File: src/rtl/mat_4x4_seq_multiplier.sv
// Sequential 4x4 matrix multiplier: one shared 2x2 block multiply-accumulate
// stage walks the 8 block products of C = A x B, one product per cycle.
module mat_4x4_seq_multiplier #(
  parameter int unsigned DATA_W = 4,
  parameter int unsigned ACC_W  = 8
) (
  input  logic                 clk,
  input  logic                 rst_n,
  input  logic                 start,
  input  logic [16*DATA_W-1:0] a_flat,
  input  logic [16*DATA_W-1:0] b_flat,
  output logic                 busy,
  output logic                 done,
  output logic [16*ACC_W-1:0]  c_flat
);

  localparam int unsigned A_W = 16 * DATA_W;
  localparam int unsigned C_W = 16 * ACC_W;

  typedef enum logic [1:0] {IDLE, RUN, DONE} state_t;

  state_t           state_q, state_d;
  logic [2:0]       step_q, step_d;
  logic [A_W-1:0]   a_q, a_d, b_q, b_d;
  logic [C_W-1:0]   c_q, c_d;
  logic             busy_q, busy_d, done_q, done_d;
  logic [3:0][ACC_W-1:0] prod;

  function automatic logic [ACC_W-1:0] el(input logic [A_W-1:0] m,
                                          input int unsigned r,
                                          input int unsigned c);
    return ACC_W'(m[DATA_W*(4*r+c) +: DATA_W]);
  endfunction

  // step = {bi, bj, k}: 2x2 block product A[bi][k] * B[k][bj]
  always_comb begin
    for (int unsigned i = 0; i < 2; i++) begin
      for (int unsigned j = 0; j < 2; j++) begin
        prod[2*i+j] =
          el(a_q, 2*32'(step_q[2]) + i, 2*32'(step_q[0]))
            * el(b_q, 2*32'(step_q[0]), 2*32'(step_q[1]) + j)
          + el(a_q, 2*32'(step_q[2]) + i, 2*32'(step_q[0]) + 1)
            * el(b_q, 2*32'(step_q[0]) + 1, 2*32'(step_q[1]) + j);
      end
    end
  end

  // next-state, operand capture and C block write/accumulate
  always_comb begin
    state_d = state_q;
    step_d  = step_q;
    a_d     = a_q;
    b_d     = b_q;
    c_d     = c_q;
    busy_d  = 1'b0;
    done_d  = 1'b0;
    case (state_q)
      IDLE: begin
        if (start) begin
          a_d     = a_flat;
          b_d     = b_flat;
          step_d  = 3'd0;
          state_d = RUN;
          busy_d  = 1'b1;
        end
      end
      RUN: begin
        for (int unsigned i = 0; i < 2; i++) begin
          for (int unsigned j = 0; j < 2; j++) begin
            if (step_q[0])
              c_d[ACC_W*(4*(2*32'(step_q[2])+i) + 2*32'(step_q[1])+j) +: ACC_W] =
                c_q[ACC_W*(4*(2*32'(step_q[2])+i) + 2*32'(step_q[1])+j) +: ACC_W]
                + prod[2*i+j];
            else
              c_d[ACC_W*(4*(2*32'(step_q[2])+i) + 2*32'(step_q[1])+j) +: ACC_W] =
                prod[2*i+j];
          end
        end
        if (step_q == 3'd7) begin
          state_d = DONE;
          done_d  = 1'b1;
        end else begin
          step_d  = step_q + 3'd1;
          busy_d  = 1'b1;
        end
      end
      DONE: begin
        if (start) begin
          a_d     = a_flat;
          b_d     = b_flat;
          step_d  = 3'd0;
          state_d = RUN;
          busy_d  = 1'b1;
        end else begin
          state_d = IDLE;
        end
      end
      default: state_d = IDLE;
    endcase
  end

  always_ff @(posedge clk or negedge rst_n) begin
    if (!rst_n) begin
      state_q <= IDLE;
      step_q  <= 3'd0;
      a_q     <= '0;
      b_q     <= '0;
      c_q     <= '0;
      busy_q  <= 1'b0;
      done_q  <= 1'b0;
    end else begin
      state_q <= state_d;
      step_q  <= step_d;
      a_q     <= a_d;
      b_q     <= b_d;
      c_q     <= c_d;
      busy_q  <= busy_d;
      done_q  <= done_d;
    end
  end

  assign busy   = busy_q;
  assign done   = done_q;
  assign c_flat = c_q;

endmodule

File: config.mk
export PLATFORM = sky130hd
export DESIGN_NAME = mat_4x4_seq_multiplier
export DESIGN_NICKNAME = d
export VERILOG_FILES = /design/src/rtl/mat_4x4_seq_multiplier.sv
export SDC_FILE = /design/constraint.sdc
export NUM_CORES = 1
export LEC_CHECK = 0
export BUFFER_PORTS_ARGS = -buffer_cell sky130_fd_sc_hd__buf_2
export CAP_MARGIN = 20
export CORE_MARGIN = 2
export CORE_UTILIZATION = 40
export DETAILED_ROUTE_END_ITERATION = 6
export GPL_ROUTABILITY_DRIVEN = 0
export RECOVER_POWER = 50
export REMOVE_ABC_BUFFERS = 1
export SLEW_MARGIN = 10
export SYNTH_ARGS = -nofsm -noshare
export SYNTH_HDL_FRONTEND = slang
export SYNTH_SLANG_ARGS = --single-unit
File: constraint.sdc
create_clock -name clk -period 7.05 [get_ports clk]
set_input_delay 0.705 -clock clk [delete_from_list [all_inputs] [get_ports clk]]
set_output_delay 0.705 -clock clk [all_outputs]
set_load 0.01 [all_outputs]
==> results of run 1 <==
[worst max-delay path, delay by kind of cell (launching register included)]
| kind | cells | cell delay [ns] |
|---|---|---|
| AOI/OAI and AO/OA | 5 | 0.80 |
| xor gates and xnor gates | 2 | 0.31 |
| adders and majority gates | 6 | 2.93 |
| buffers and inverters | 1 | 0.06 |
| DFF | 1 | 0.82 |
| muxes | 1 | 0.69 |
| and+or+nand+nor | 3 | 0.63 |
[final timing paths]
path / startpoint / to / depth (start not counted)
worst max-delay path: step_q[0]$_DFFE_PN0P_ / c_flat[119]$_DFFE_PN0P_ / 18
worst min-delay path: rst_n / b_q[20]$_DFFE_PN0P_ / 1
worst max register to register: step_q[0]$_DFFE_PN0P_ / c_flat[119]$_DFFE_PN0P_ / 18
worst min register to register: b_q[44]$_DFFE_PN0P_ / b_q[44]$_DFFE_PN0P_ / 1
max in group asynchronous: rst_n / c_flat[59]$_DFFE_PN0P_ / 2
min in group clk: b_flat[32] / b_q[32]$_DFFE_PN0P_ / 2
[sequential cells by signal (all words and copies together), names as in the netlist, named ones only]
name,flops
state_q,2
a_q,64
step_q,3
busy,1
c_flat,104
done,1
b_q,64
[per-layer routing]
metal / vias to the layer above / global-route usage (%)
met5: - / 0
met4: 0 / 6.75
met3: 84 / 3.23
met2: 330 / 35.9
met1: 6060 / 29.5
li1: 5494 / -
[through the flow]
| stage | hold slack, ns | setup WS, ns |
|---|---|---|
| after floorplan | 0.409 | -0.402 |
| after global placement | 0.478 | 0.744 |
| final | 0.219 | 0.674 |
| after CTS | 0.242 | 0.635 |
| after global routing | 0.280 | 0.281 |
| after detailed placement | 0.490 | 0.656 |
[cell usage in the layout, fill, tap and decap left out, types with 10 or more instances in the layout]
master,n
a21o_1,18
a21oi_1,30
a22o_1,24
and2_1,86
buf_2,173
buf_4,14
clkbuf_1,98
clkbuf_16,31
dfrtp_1,260
fa_1,76
ha_1,113
inv_1,110
mux2_2,130
mux2i_1,22
mux4_2,63
nand2_1,171
nor2_1,10
nor3_1,12
o21ai_0,115
xnor2_1,34
[synth_stat cells, types with 22 or more instances]
master and number:
inv_1 110, ha_1 113, o21ai_0 115, and2_1 86
a22o_1 24, xnor2_1 34, mux4_2 63, a21oi_1 30
mux2i_1 22, nand2_1 171, fa_1 76, mux2_2 130
clkbuf_1 31, dfrtp_1 263
[final cells by class]
| cell class | instances | area, sq um | area share [%] |
|---|---|---|---|
| Clock inverter | 11 | 164 | 0.844 |
| Sequential cell | 263 | 6590 | 33.9 |
| Inverter | 111 | 417 | 2.14 |
| Multi-Input combinational cell | 996 | 9380 | 48.3 |
| Timing Repair Buffer | 280 | 1350 | 6.95 |
| Clock buffer | 44 | 865 | 4.45 |
| Tap cell | 532 | 666 | 3.43 |
[kinds of logic (layout without fill, tap and decap cells)]
kind of cell / count (synthesis) / in the layout
flops: 263 / 263
fa+ha+maj: 189 / 189
compound gates: 224 / 224
buf+inv: 167 / 446
simple gates: 325 / 325
mux: 215 / 215
xor+xnor: 43 / 43
==> flow_metrics.env, run 1 <==
export IMPL_setup_worst_path_start_class="flip-flop"
export IMPL_synthCells=1426
export IMPL_ant_nets=0
export IMPL_grtUsageTotal_pct=21.7
export IMPL_start_util_pct=40.6
export IMPL_grt_setup_unrepaired="no"
export IMPL_post_cts_buffers=0
export IMPL_yosys_area_share_simple_pct=9.49
export IMPL_synth_area_leaders="dfrtp_1 40%, fa_1 9.1%, mux2_2 8.8%"
export IMPL_yosysSeqAreaShare_pct=39.6
export IMPL_crit_path_max_incr_delay_ns=0.82
export IMPL_tightest_slew_ns=3.01
export IMPL_synth_ff_type="dfrtp_1"
export IMPL_synth_top_area_share_pct=39.6
export IMPL_met1_length_um=20300
export IMPL_clkTransAtPathRegs_ns=0.06
export IMPL_drc_errors=0
export IMPL_io_pins=261
export IMPL_endpoint_kind="flip-flop"
export IMPL_synth_warnings=0
export IMPL_cts_tree="built"
export IMPL_ys_ff_latch=263
export IMPL_synthAdderAreaFrac_pct=17.6
export IMPL_path_max_fanout=30
export IMPL_hpwl_um=34000
export IMPL_synth_enable_flop_cells=0
export IMPL_cp_arrival_ns=6.83
export IMPL_skew_ns=0.0173
export IMPL_fmax_mhz=157
export IMPL_status="complete, but fails checks"
export IMPL_fillers=3826
export IMPL_grt_pass1_wl_um=74000
export IMPL_finalNonFillerCells=2237
export IMPL_n_antenna_cell=0
export IMPL_report_final_setup_viol=0
export IMPL_fp_dieW_um=208
export IMPL_timing_final_crit_share_pct=90.4
export IMPL_path_common_cell="fa_1"
export IMPL_placedCellCount=2180
export IMPL_post_drt_via_cell_ratio=5.35
export IMPL_vias=12000
export IMPL_hold_viol=0
export IMPL_drive_above_1_share_pct=25.9
export IMPL_antenna_found_initial=4
export IMPL_grt_overflow=0
export IMPL_synth_xor_xnor_area_share_pct=2.31
export IMPL_avgSynthCellArea_sq_um=11.7
export IMPL_required_ns=7.51
export IMPL_drv_cap=3
export IMPL_synth_largest_area_cell="dfrtp_1"
export IMPL_synthMuxAreaShare_pct=18.7
export IMPL_highest_layer="met4"
export IMPL_clkLatencyLatePin_ns=0.57
export IMPL_cts_hold_buf=0
export IMPL_crit_slowest_cell="dfrtp_4"
export IMPL_worstPathCellList="mux4_2 -> nand2_1 -> fa_1 -> fa_1 -> fa_1 -> inv_1 -> fa_1 -> fa_1 -> a21o_1 -> a21oi_1 -> xnor2_1 -> ha_1 -> o21a_1 -> o2bb2ai_1 -> or3_1 -> nor3b_1 -> xnor2_1 -> a22o_1"
export IMPL_root_buffer="clkbuf_16"
export IMPL_grt_max_degree=111
export IMPL_crit_type="reg2reg"
export IMPL_synth_area_sq_mm=0.0166
export IMPL_clockBufferDepth=3
export IMPL_die_y_um=208
export IMPL_final_core_util_pct=47.5
export IMPL_totalWireLength_um=46100
export IMPL_finalInstanceArea_sq_mm=0.0194
export IMPL_synth_top_family_by_area="multiplexers"
export IMPL_violations="max-capacitance violations, max-slew violations"
export IMPL_fin_nets=2002
export IMPL_cts_resized=0
export IMPL_io_buffers=260
export IMPL_htreeDepth=1
export IMPL_wl_per_cell_um=20.6
export IMPL_finalCriticalPeriod_ns=6.38
export IMPL_core_sq_mm=0.0409
export IMPL_final_max_slew_violation_count=140
export IMPL_syn_to_final_growth_pct=16.8
export IMPL_dr_wl_met2_um=22200
export IMPL_async_flop_share_pct=100
export IMPL_drtIter0Drc=670
export IMPL_placed_area_sq_mm=0.0185
export IMPL_reg2reg_slack_ns=0.67
export IMPL_hp_class="in2async"
export IMPL_dr_wl_met3_um=2300
export IMPL_dieArea_sq_mm=0.0432
export IMPL_rows=74
export IMPL_dr_pass1_iters=5
export IMPL_clock_sinks=263
export IMPL_ys_types=47
export IMPL_grt_pass1_vias=12700
export IMPL_finalSetupTns_ns=0
export IMPL_slew_headroom_pct=-101
export IMPL_synth_compound_area_share_pct=8.25
export IMPL_cts_made_buffers=30
Power of run 1 is not shown: default switching activity piles up to over one toggle a cycle in this logic, so the estimate is an artifact.
==> inputs of run 2 (changes only) <==
==> constraint.sdc (replaced) <==
create_clock -name clk -period 6.05 [get_ports clk]
set_input_delay 0.605 -clock clk [delete_from_list [all_inputs] [get_ports clk]]
set_output_delay 0.605 -clock clk [all_outputs]
set_load 0.01 [all_outputs]
==> flow_metrics.env, run 2 (synthesis results as in run 1) <==
export IMPL_path_max_fanout=8
export IMPL_drc_errors=0
export IMPL_timing_rr_end="c_flat[110]$_DFFE_PN0P_"
export IMPL_grt_overflow=0
export IMPL_final_max_slew_violation_count=323
export IMPL_dr_pass1_iters=5
export IMPL_fin_nets=2055
export IMPL_hold_viol=0
export IMPL_final_common_cell="dfrtp_1"
export IMPL_fp_dieW_um=208
export IMPL_cts_tree="built"
export IMPL_die_y_um=208
export IMPL_drtIter0Drc=699
export IMPL_largest_reg_flops=104
export IMPL_grt_max_degree=136
export IMPL_status="complete, but fails checks"
export IMPL_clkLatencyLatePin_ns=0.57
export IMPL_htreeDepth=1
export IMPL_n_antenna_cell=0
export IMPL_final_core_util_pct=49.5
export IMPL_root_buffer="clkbuf_16"
export IMPL_hp_class="in2reg"
export IMPL_grt_setup_unrepaired="yes"
export IMPL_report_final_setup_viol=0
export IMPL_post_drt_via_cell_ratio=5.35
export IMPL_start_util_pct=40.6
export IMPL_reg2reg_slack_ns=0.20
export IMPL_crit_path_start="step_q[0]$_DFFE_PN0P_"
export IMPL_vias=12200
export IMPL_grtUsageTotal_pct=21.4
export IMPL_hpwl_um=34300
export IMPL_core_sq_mm=0.0409
export IMPL_grt_pass1_vias=12800
export IMPL_r2r_start="step_q[0]$_DFFE_PN0P_"
export IMPL_cp_arrival_ns=6.26
export IMPL_timing_final_crit_share_pct=96.7
export IMPL_clockBufferDepth=3
export IMPL_ant_nets=0
export IMPL_slew_headroom_pct=-123
export IMPL_violations="max-capacitance violations, max-slew violations"
export IMPL_setup_worst_path_start_class="flip-flop"
export IMPL_antenna_found_initial=2
export IMPL_cts_made_buffers=30
export IMPL_io_pins=261
export IMPL_skew_ns=0.0111
export IMPL_reg2regPathDepth=21
export IMPL_tightest_slew_ns=3.34
export IMPL_fillers=3839
export IMPL_io_buffers=260
export IMPL_rows=74
export IMPL_crit_end="c_flat[110]$_DFFE_PN0P_"
export IMPL_required_ns=6.46
export IMPL_totalWireLength_um=46100
export IMPL_clkTransAtPathRegs_ns=0.06
export IMPL_dieArea_sq_mm=0.0432
export IMPL_fmax_mhz=171
export IMPL_finalCriticalPeriod_ns=5.85
export IMPL_drv_cap=3
export IMPL_final_cell_mix="260 x dfrtp_1, 163 x nand2_1, 141 x buf_2"
export IMPL_endpoint_kind="flip-flop"
export IMPL_drive_above_1_share_pct=29.8
export IMPL_syn_to_final_growth_pct=21.8
export IMPL_grt_pass1_wl_um=72800
export IMPL_clock_sinks=263
export IMPL_wl_per_cell_um=20.1
export IMPL_crit_type="reg2reg"
[run 2: cell types whose count changed in the layout (fill, tap and decap cells not counted), sizes merged]
cell         change
dlygate4sd3      +1
clkbuf          +24
inv              +2
buf             +20
bufinv           +5
[run 2: how the worst min path moves through the flow]
stage	from	to	slack, ns	cells after the start
after floorplan	rst_n	async pin	0.31	0
after global placement	c_flat[124]$_DFFE_PN0P_	c_flat[124]$_DFFE_PN0P_	0.48	2
after detailed placement	c_flat[105]$_DFFE_PN0P_	c_flat[105]$_DFFE_PN0P_	0.49	2
after CTS	b_flat[16]	b_q[16]$_DFFE_PN0P_	0.23	2
after global routing	a_flat[7]	a_q[7]$_DFFE_PN0P_	0.24	2
final	b_flat[16]	b_q[16]$_DFFE_PN0P_	0.26	2
[run 2: area by class of cell]
type	instances	area [sq um]	share of cell area, %
timing repair buffer	333	1770	8.72
sequential	263	6590	32.6
inverter	111	417	2.06
multi-input combinational	996	9650	47.7
clock inverter	18	343	1.69
tap	532	666	3.29
clock buffer	36	813	4.02
[run 2: through the flow]
stage	instance area [sq um]	worst slack, ns	TNS, ns	instances	hold slack (ns)
2_1_floorplan	16400	-1.40	-205.24	1370	0.309
3_3_place_gp	18800	0.0557	0	2215	0.480
3_5_place_dp	18800	-0.00378	-0.00840	2216	0.491
4_1_cts	20000	0.00925	0	2273	0.233
5_1_grt	20300	-0.0288	-0.131	2289	0.242
6_report	20300	0.202	0	2289	0.263
[run 2: what timing repair did]
item                                   4_1_cts  5_1_grt
pin swaps                                    2       48
setup endpoints to repair                   13       35
endpoints found under the hold margin       54        0
resized for setup                            3       59
buffers inserted                             2       15
hold buffers                                 1        0
gates cloned                                 0        1
[run 2: metal layers]
layer | global-route usage, % | routed length (um) | share of wire, % | up-vias
li1 | - | - | - | 5613
met1 | 29.0 | 20300 | 44 | 6264
met2 | 36.3 | 22700 | 49 | 305
met3 | 3.08 | 2130 | 4.6 | 60
met4 | 5.11 | 964 | 2.1 | 4
met5 | 0 | 21 | 0.046 | -
[run 2: worst max-delay path, cell delays in order (launching register included)]
cell and delay, ns:
dfrtp_4 0.49, buf_12 0.15, buf_12 0.14, buf_4 0.14
mux4_2 0.31, nand2_1 0.10, fa_1 0.60, fa_1 0.46
fa_1 0.55, inv_1 0.06, fa_2 0.60, ha_1 0.25
a21o_1 0.18, a21oi_2 0.18, xnor2_2 0.15, ha_2 0.32
buf_4 0.14, nand3b_1 0.08, mux2i_1 0.09, a2111oi_2 0.38
buf_4 0.20, o21ai_0 0.09
Power of run 2 is left out for the same reason.
